$ cat src/rtl/lock_pkg.sv
// Shared FSM state encoding and default parameter values for the debug lock/unlock controller.
package lock_pkg;

  typedef enum logic [1:0] {
    ST_IDLE      = 2'd0,
    ST_CHALLENGE = 2'd1,
    ST_UNLOCKED  = 2'd2,
    ST_LOCKOUT   = 2'd3
  } lock_state_t;

  localparam int unsigned DEF_KEY_W          = 16;
  localparam int unsigned DEF_MAX_TRIES      = 3;
  localparam int unsigned DEF_KEY_WAIT       = 64;
  localparam int unsigned DEF_SESSION_CYCLES = 256;
  localparam int unsigned DEF_LOCKOUT_CYCLES = 1024;

endpackage

$ cat src/rtl/lock_down_counter.sv
// Saturating down-counter: load sets MAXV, enable decrements toward 0.
// expired flags the final counted cycle (count at 1 or already 0).
module lock_down_counter #(
  parameter int unsigned MAXV = 64
) (
  input  logic clk,
  input  logic resetn,
  input  logic load,
  input  logic en,
  output logic expired
);

  localparam int unsigned CW = $clog2(MAXV) + 1;

  logic [CW-1:0] cnt;

  always_ff @(posedge clk) begin
    if (!resetn) begin
      cnt <= '0;
    end else if (load) begin
      cnt <= CW'(MAXV);
    end else if (en && (cnt != '0)) begin
      cnt <= cnt - CW'(1);
    end
  end

  assign expired = (cnt <= CW'(1));

endmodule

$ cat src/rtl/lock_unlock_ctrl.sv
// Debug unlock controller: sticky lock bit plus a key challenge FSM with retry limit,
// session timeout and lockout period; every output is registered.
module lock_unlock_ctrl
  import lock_pkg::*;
#(
  parameter int unsigned KEY_W          = DEF_KEY_W,
  parameter int unsigned MAX_TRIES      = DEF_MAX_TRIES,
  parameter int unsigned KEY_WAIT       = DEF_KEY_WAIT,
  parameter int unsigned SESSION_CYCLES = DEF_SESSION_CYCLES,
  parameter int unsigned LOCKOUT_CYCLES = DEF_LOCKOUT_CYCLES,
  localparam int unsigned TW            = $clog2(MAX_TRIES + 1)
) (
  input  logic             clk,
  input  logic             resetn,
  input  logic             lock_req,
  input  logic             debug_en,
  input  logic             dbg_req,
  input  logic [KEY_W-1:0] dbg_key,
  input  logic             dbg_key_valid,
  input  logic             dbg_exit,
  input  logic [KEY_W-1:0] ref_key,
  output logic             lock_status,
  output logic             debug_unlocked,
  output logic             dbg_ack,
  output logic             dbg_fail,
  output logic             locked_out,
  output logic [TW-1:0]    tries_left
);

  lock_state_t state, state_nxt;

  logic          wait_expired, session_expired, lockout_expired;
  logic          start, key_ok, key_bad, last_try;
  logic          unlocked_nxt, locked_out_nxt, ack_nxt, fail_nxt;
  logic [TW-1:0] tries_nxt;

  assign start    = (state == ST_IDLE) && dbg_req && debug_en;
  assign key_ok   = (state == ST_CHALLENGE) && debug_en && dbg_key_valid && (dbg_key == ref_key);
  // A presented key always decides the attempt, even on the cycle the wait timer runs out.
  assign key_bad  = (state == ST_CHALLENGE) && debug_en &&
                    (dbg_key_valid ? (dbg_key != ref_key) : wait_expired);
  assign last_try = (tries_left == TW'(1));

  lock_down_counter #(.MAXV(KEY_WAIT)) u_wait_cnt (
    .clk     (clk),
    .resetn  (resetn),
    .load    (start),
    .en      (state == ST_CHALLENGE),
    .expired (wait_expired)
  );

  lock_down_counter #(.MAXV(SESSION_CYCLES)) u_session_cnt (
    .clk     (clk),
    .resetn  (resetn),
    .load    (key_ok),
    .en      (state == ST_UNLOCKED),
    .expired (session_expired)
  );

  lock_down_counter #(.MAXV(LOCKOUT_CYCLES)) u_lockout_cnt (
    .clk     (clk),
    .resetn  (resetn),
    .load    (key_bad && last_try),
    .en      (state == ST_LOCKOUT),
    .expired (lockout_expired)
  );

  always_ff @(posedge clk) begin
    if (!resetn) begin
      state          <= ST_IDLE;
      lock_status    <= 1'b0;
      debug_unlocked <= 1'b0;
      dbg_ack        <= 1'b0;
      dbg_fail       <= 1'b0;
      locked_out     <= 1'b0;
      tries_left     <= TW'(MAX_TRIES);
    end else begin
      state          <= state_nxt;
      lock_status    <= lock_status | lock_req;
      debug_unlocked <= unlocked_nxt;
      dbg_ack        <= ack_nxt;
      dbg_fail       <= fail_nxt;
      locked_out     <= locked_out_nxt;
      tries_left     <= tries_nxt;
    end
  end

  always_comb begin
    state_nxt = state;
    case (state)
      ST_IDLE:      if (start) state_nxt = ST_CHALLENGE;
      ST_CHALLENGE: begin
        if (!debug_en)    state_nxt = ST_IDLE;
        else if (key_ok)  state_nxt = ST_UNLOCKED;
        else if (key_bad) state_nxt = last_try ? ST_LOCKOUT : ST_IDLE;
      end
      ST_UNLOCKED:  if (dbg_exit || session_expired || !debug_en) state_nxt = ST_IDLE;
      ST_LOCKOUT:   if (lockout_expired) state_nxt = ST_IDLE;
      default:      state_nxt = ST_IDLE;
    endcase
  end

  always_comb begin
    unlocked_nxt   = (state_nxt == ST_UNLOCKED);
    locked_out_nxt = (state_nxt == ST_LOCKOUT);
    ack_nxt        = key_ok;
    fail_nxt       = key_bad;
    tries_nxt      = tries_left;
    if (key_ok)                                         tries_nxt = TW'(MAX_TRIES);
    else if (key_bad)                                   tries_nxt = tries_left - TW'(1);
    else if ((state == ST_LOCKOUT) && lockout_expired)  tries_nxt = TW'(MAX_TRIES);
  end

endmodule
$ cat config.mk
export PLATFORM = sky130hd
export DESIGN_NAME = lock_unlock_ctrl
export DESIGN_NICKNAME = d
export VERILOG_FILES = /design/src/rtl/lock_pkg.sv /design/src/rtl/lock_down_counter.sv /design/src/rtl/lock_unlock_ctrl.sv
export SDC_FILE = /design/constraint.sdc
export NUM_CORES = 1
export LEC_CHECK = 0
export BUFFER_PORTS_ARGS = -buffer_cell sky130_fd_sc_hd__clkbuf_2
export CAP_MARGIN = 0
export CORE_ASPECT_RATIO = 0.8
export CORE_MARGIN = 3
export CORE_UTILIZATION = 25
export CTS_CLUSTER_DIAMETER = 30
export DETAILED_ROUTE_END_ITERATION = 8
export GPL_TIMING_DRIVEN = 0
export PLACE_DENSITY_LB_ADDON = 0.12
export REMOVE_ABC_BUFFERS = 1
export SETUP_SLACK_MARGIN = 0.4
export SLEW_MARGIN = 20
export SYNTH_ARGS = -nofsm -noshare
export SYNTH_HDL_FRONTEND = slang
export SYNTH_SLANG_ARGS = --single-unit
$ cat constraint.sdc
create_clock -name clk -period 2.9 [get_ports clk]
set_input_delay 0 -clock clk [delete_from_list [all_inputs] [get_ports clk]]
set_output_delay 0 -clock clk [all_outputs]
set_load 0.1 [all_outputs]
==> impl_metrics.tcl <==
set metrics [dict create \
    fp.dieArea_um2 8580 \
    crit_required_ns 3.08 \
    drc_errors 0 \
    rr_worst_depth 8 \
    slowest_delay_ns 0.43 \
    antenna_cells 0 \
    cts_tree "done" \
    vias 1548 \
    ys_seq_elements 36 \
    htreeDepth 2 \
    avgRoutedWirePerCell_um 11.5 \
    grt_pass1_vias 1473 \
    regArea_um2 721 \
    fmax_mhz 461 \
    cap_violations 0 \
    yosysSeqAreaShare_pct 38.5 \
    syn_area_um2 1870 \
    drive_above_1_share_pct 20.7 \
    rows 27 \
    synth_cell_type_count 39 \
    die_h_um 83.4 \
    fin_util_pct 32.7 \
    powerDensity_nw_per_um2 414 \
    finalHoldViolCount 0 \
    synth_top_cell_by_area "dfxtp_1" \
    setup_violations 0 \
    wirelength_um 4110 \
    viasPerCell 4.32 \
    post-cts-setup-buffers 0 \
    place_hpwl_um 3200 \
    critPathLaunchType "flip-flop" \
    final.min_clock_period_ns 2.17 \
    leakage_uw 0.000945 \
    holdCritStartpoint "dbg_req" \
    cts_num_sinks 36 \
    clk_pin_slew_ns 0.07 \
    r2r_setup_slack_ns 0.73 \
    grt_pass1_wl_um 6850 \
    syn_to_final_growth_pct 23.0 \
    cp-end-kind "flip-flop" \
    slew_headroom_pct 50.2 \
    worst-setup-path-type "flip-flop to flip-flop" \
    grt_overflow 0 \
    portBuffers 45 \
    firstDrtPassIters 4 \
    hp-class "input pin to flip-flop" \
    tns_ns 0 \
    grt_start_max_net_pins 11 \
    die_x_um 103 \
    syn_avg_cell_area_um2 8.52 \
    arrival_ns 2.35 \
    crit_slowest_cell "a31oi_1" \
    gp_congestion 0.714 \
    track_usage_pct 10.1 \
    tightest_slew_ns 0.743 \
    cts.path.max_buffers 2 \
    nFillCells 746 \
    nets 320 \
    drv_slew 0 \
    synth.top_cells.by_area "dfxtp_1 (38%), xnor2_1 (11%), nor2_1 (8.4%)" \
    worstPathCellList "inv_1, ha_1, nor2b_1, a31oi_1, and2_0, nand3_1, xnor2_1, o21a_1" \
    fin_worst_skew_ns 0.00750 \
    final_common_cell "clkbuf_2" \
    crit_fanout 6 \
    root_buffer "clkbuf_8" \
    crit_end "u_lockout_cnt.cnt[10]" \
    finalPower_uw 954 \
    core_um2 7060 \
    status "completed" \
    antenna_found_initial 0 \
    drtIter0Drc 22 \
    ios 46 \
    synthCells 220 \
    final_cell_mix "clkbuf_2 (45), nor2_1 (42), dfxtp_1 (36)" \
    clock_latency_ns 0.29 \
    period_share_pct 74.8 \
    ys_warn_count 0 \
    cts_inserted_buffers 5 \
    ant_nets 0 \
    peakVddDrop_v 0.000156 \
    reg2reg_to "u_lockout_cnt.cnt[10]" \
    initial_core_util_pct 26.5 \
    multi_input_area_um2 1100 \
    rr_startpoint "u_lockout_cnt.cnt[0]" \
    synth_top_cell_area_share_pct 38.5 \
    startpoint "u_lockout_cnt.cnt[0]" \
    rsz0062_at_grt "no" \
]
==> sequential cells by signal, summed over array words and instances (netlist names) <==
register and cells:
debug_unlocked 1, state 2, u_session_cnt.cnt 9, dbg_ack 1, u_wait_cnt.cnt 7, lock_status 1
u_lockout_cnt.cnt 11, locked_out 1, tries_left 2, dbg_fail 1
==> cell type report <==
type | count | area share, %
multi-input combinational | 168 | 47.9
sequential | 36 | 31.3
timing repair buffer | 47 | 10.6
tap | 87 | 4.72
clock buffer | 6 | 3.15
inverter | 13 | 2.12
clock inverter | 1 | 0.217
==> worst min path at each step <==
| stage | endpoint | slack (ns) | cells past startpoint |
|---|---|---|---|
| after floorplan | tries_left[0] | 0.07 | 1 |
| after global routing | u_wait_cnt.cnt[6] | 0.07 | 3 |
| after detailed placement | lock_status | 0.22 | 3 |
| after CTS | u_wait_cnt.cnt[6] | 0.06 | 3 |
| after global placement | lock_status | 0.21 | 3 |
| final | u_wait_cnt.cnt[6] | 0.09 | 3 |
==> critical path: cells and delay by family, from the launching register on <==
kind                     cells  cell delay (ns)
AO/OA/AOI/OAI                2             0.62
XOR/XNOR                     1             0.15
adder cells (fa/ha/maj)      1             0.19
buffers and inverters        1             0.08
flip-flops                   1             0.39
AND/OR/NAND/NOR              3             0.64
==> cell usage after synthesis, drive strengths merged <==
master,instances
mux2i,1
or3,1
a211oi,3
o21bai,2
dfxtp,36
a31oi,3
o21ai,2
nand2,15
o31ai,1
nand3b,3
buf,1
o311ai,2
o221ai,1
nand4b,2
xnor2,23
nand3,7
inv,13
ha,10
a41o,1
and2,3
mux2,1
nor2,42
nor2b,5
or4,2
a311oi,1
a211o,1
a21oi,2
nand4,3
nand2b,1
or2,1
xor2,15
clkbuf,2
nor3,7
nor4,5
o21a,1
and3,1
==> repair_timing <==
| action | in CTS | in global routing |
|---|---|---|
| hold buffers | 2 | 0 |
| hold endpoints to repair | 3 | 0 |
| gates resized for setup | 0 | 2 |
| endpoints found under the setup margin | 0 | 2 |
==> through the flow <==
step / hold slack, ns / cells / cell area, um2 / worst slack, ns
floorplan: 0.0718 / 217 / 1860 / 0.822
global placement: 0.210 / 349 / 2200 / 0.496
detailed placement: 0.220 / 349 / 2200 / 0.454
CTS: 0.0638 / 358 / 2290 / 0.400
global route: 0.0743 / 358 / 2310 / 0.522
finish: 0.0877 / 358 / 2310 / 0.731
==> cells by family after synthesis <==
family	Yosys count	synth area share [%]
and+or+nand+nor	98	25.0
xor gates and xnor gates	38	17.8
DFF	36	38.5
AOI/OAI and AO/OA	20	7.74
buffers and inverters	16	3.27
adders and majority gates	10	6.68
muxes	2	1.13
==> power by group <==
part | switching [uW] | leakage [uW] | internal (uW)
sequential | 5.65 | 0.000291 | 501
combinational | 59.4 | 0.000613 | 49.3
clock | 176 | 0.0000410 | 163
==> routing by layer <==
| metal | GRT usage, % | routed length (um) |
|---|---|---|
| met5 | 0 | 0 |
| met4 | 3.53 | 48 |
| met3 | 2.77 | 134 |
| met2 | 14.4 | 1770 |
| met1 | 14.5 | 2160 |
(Power assumes the default switching activity.)
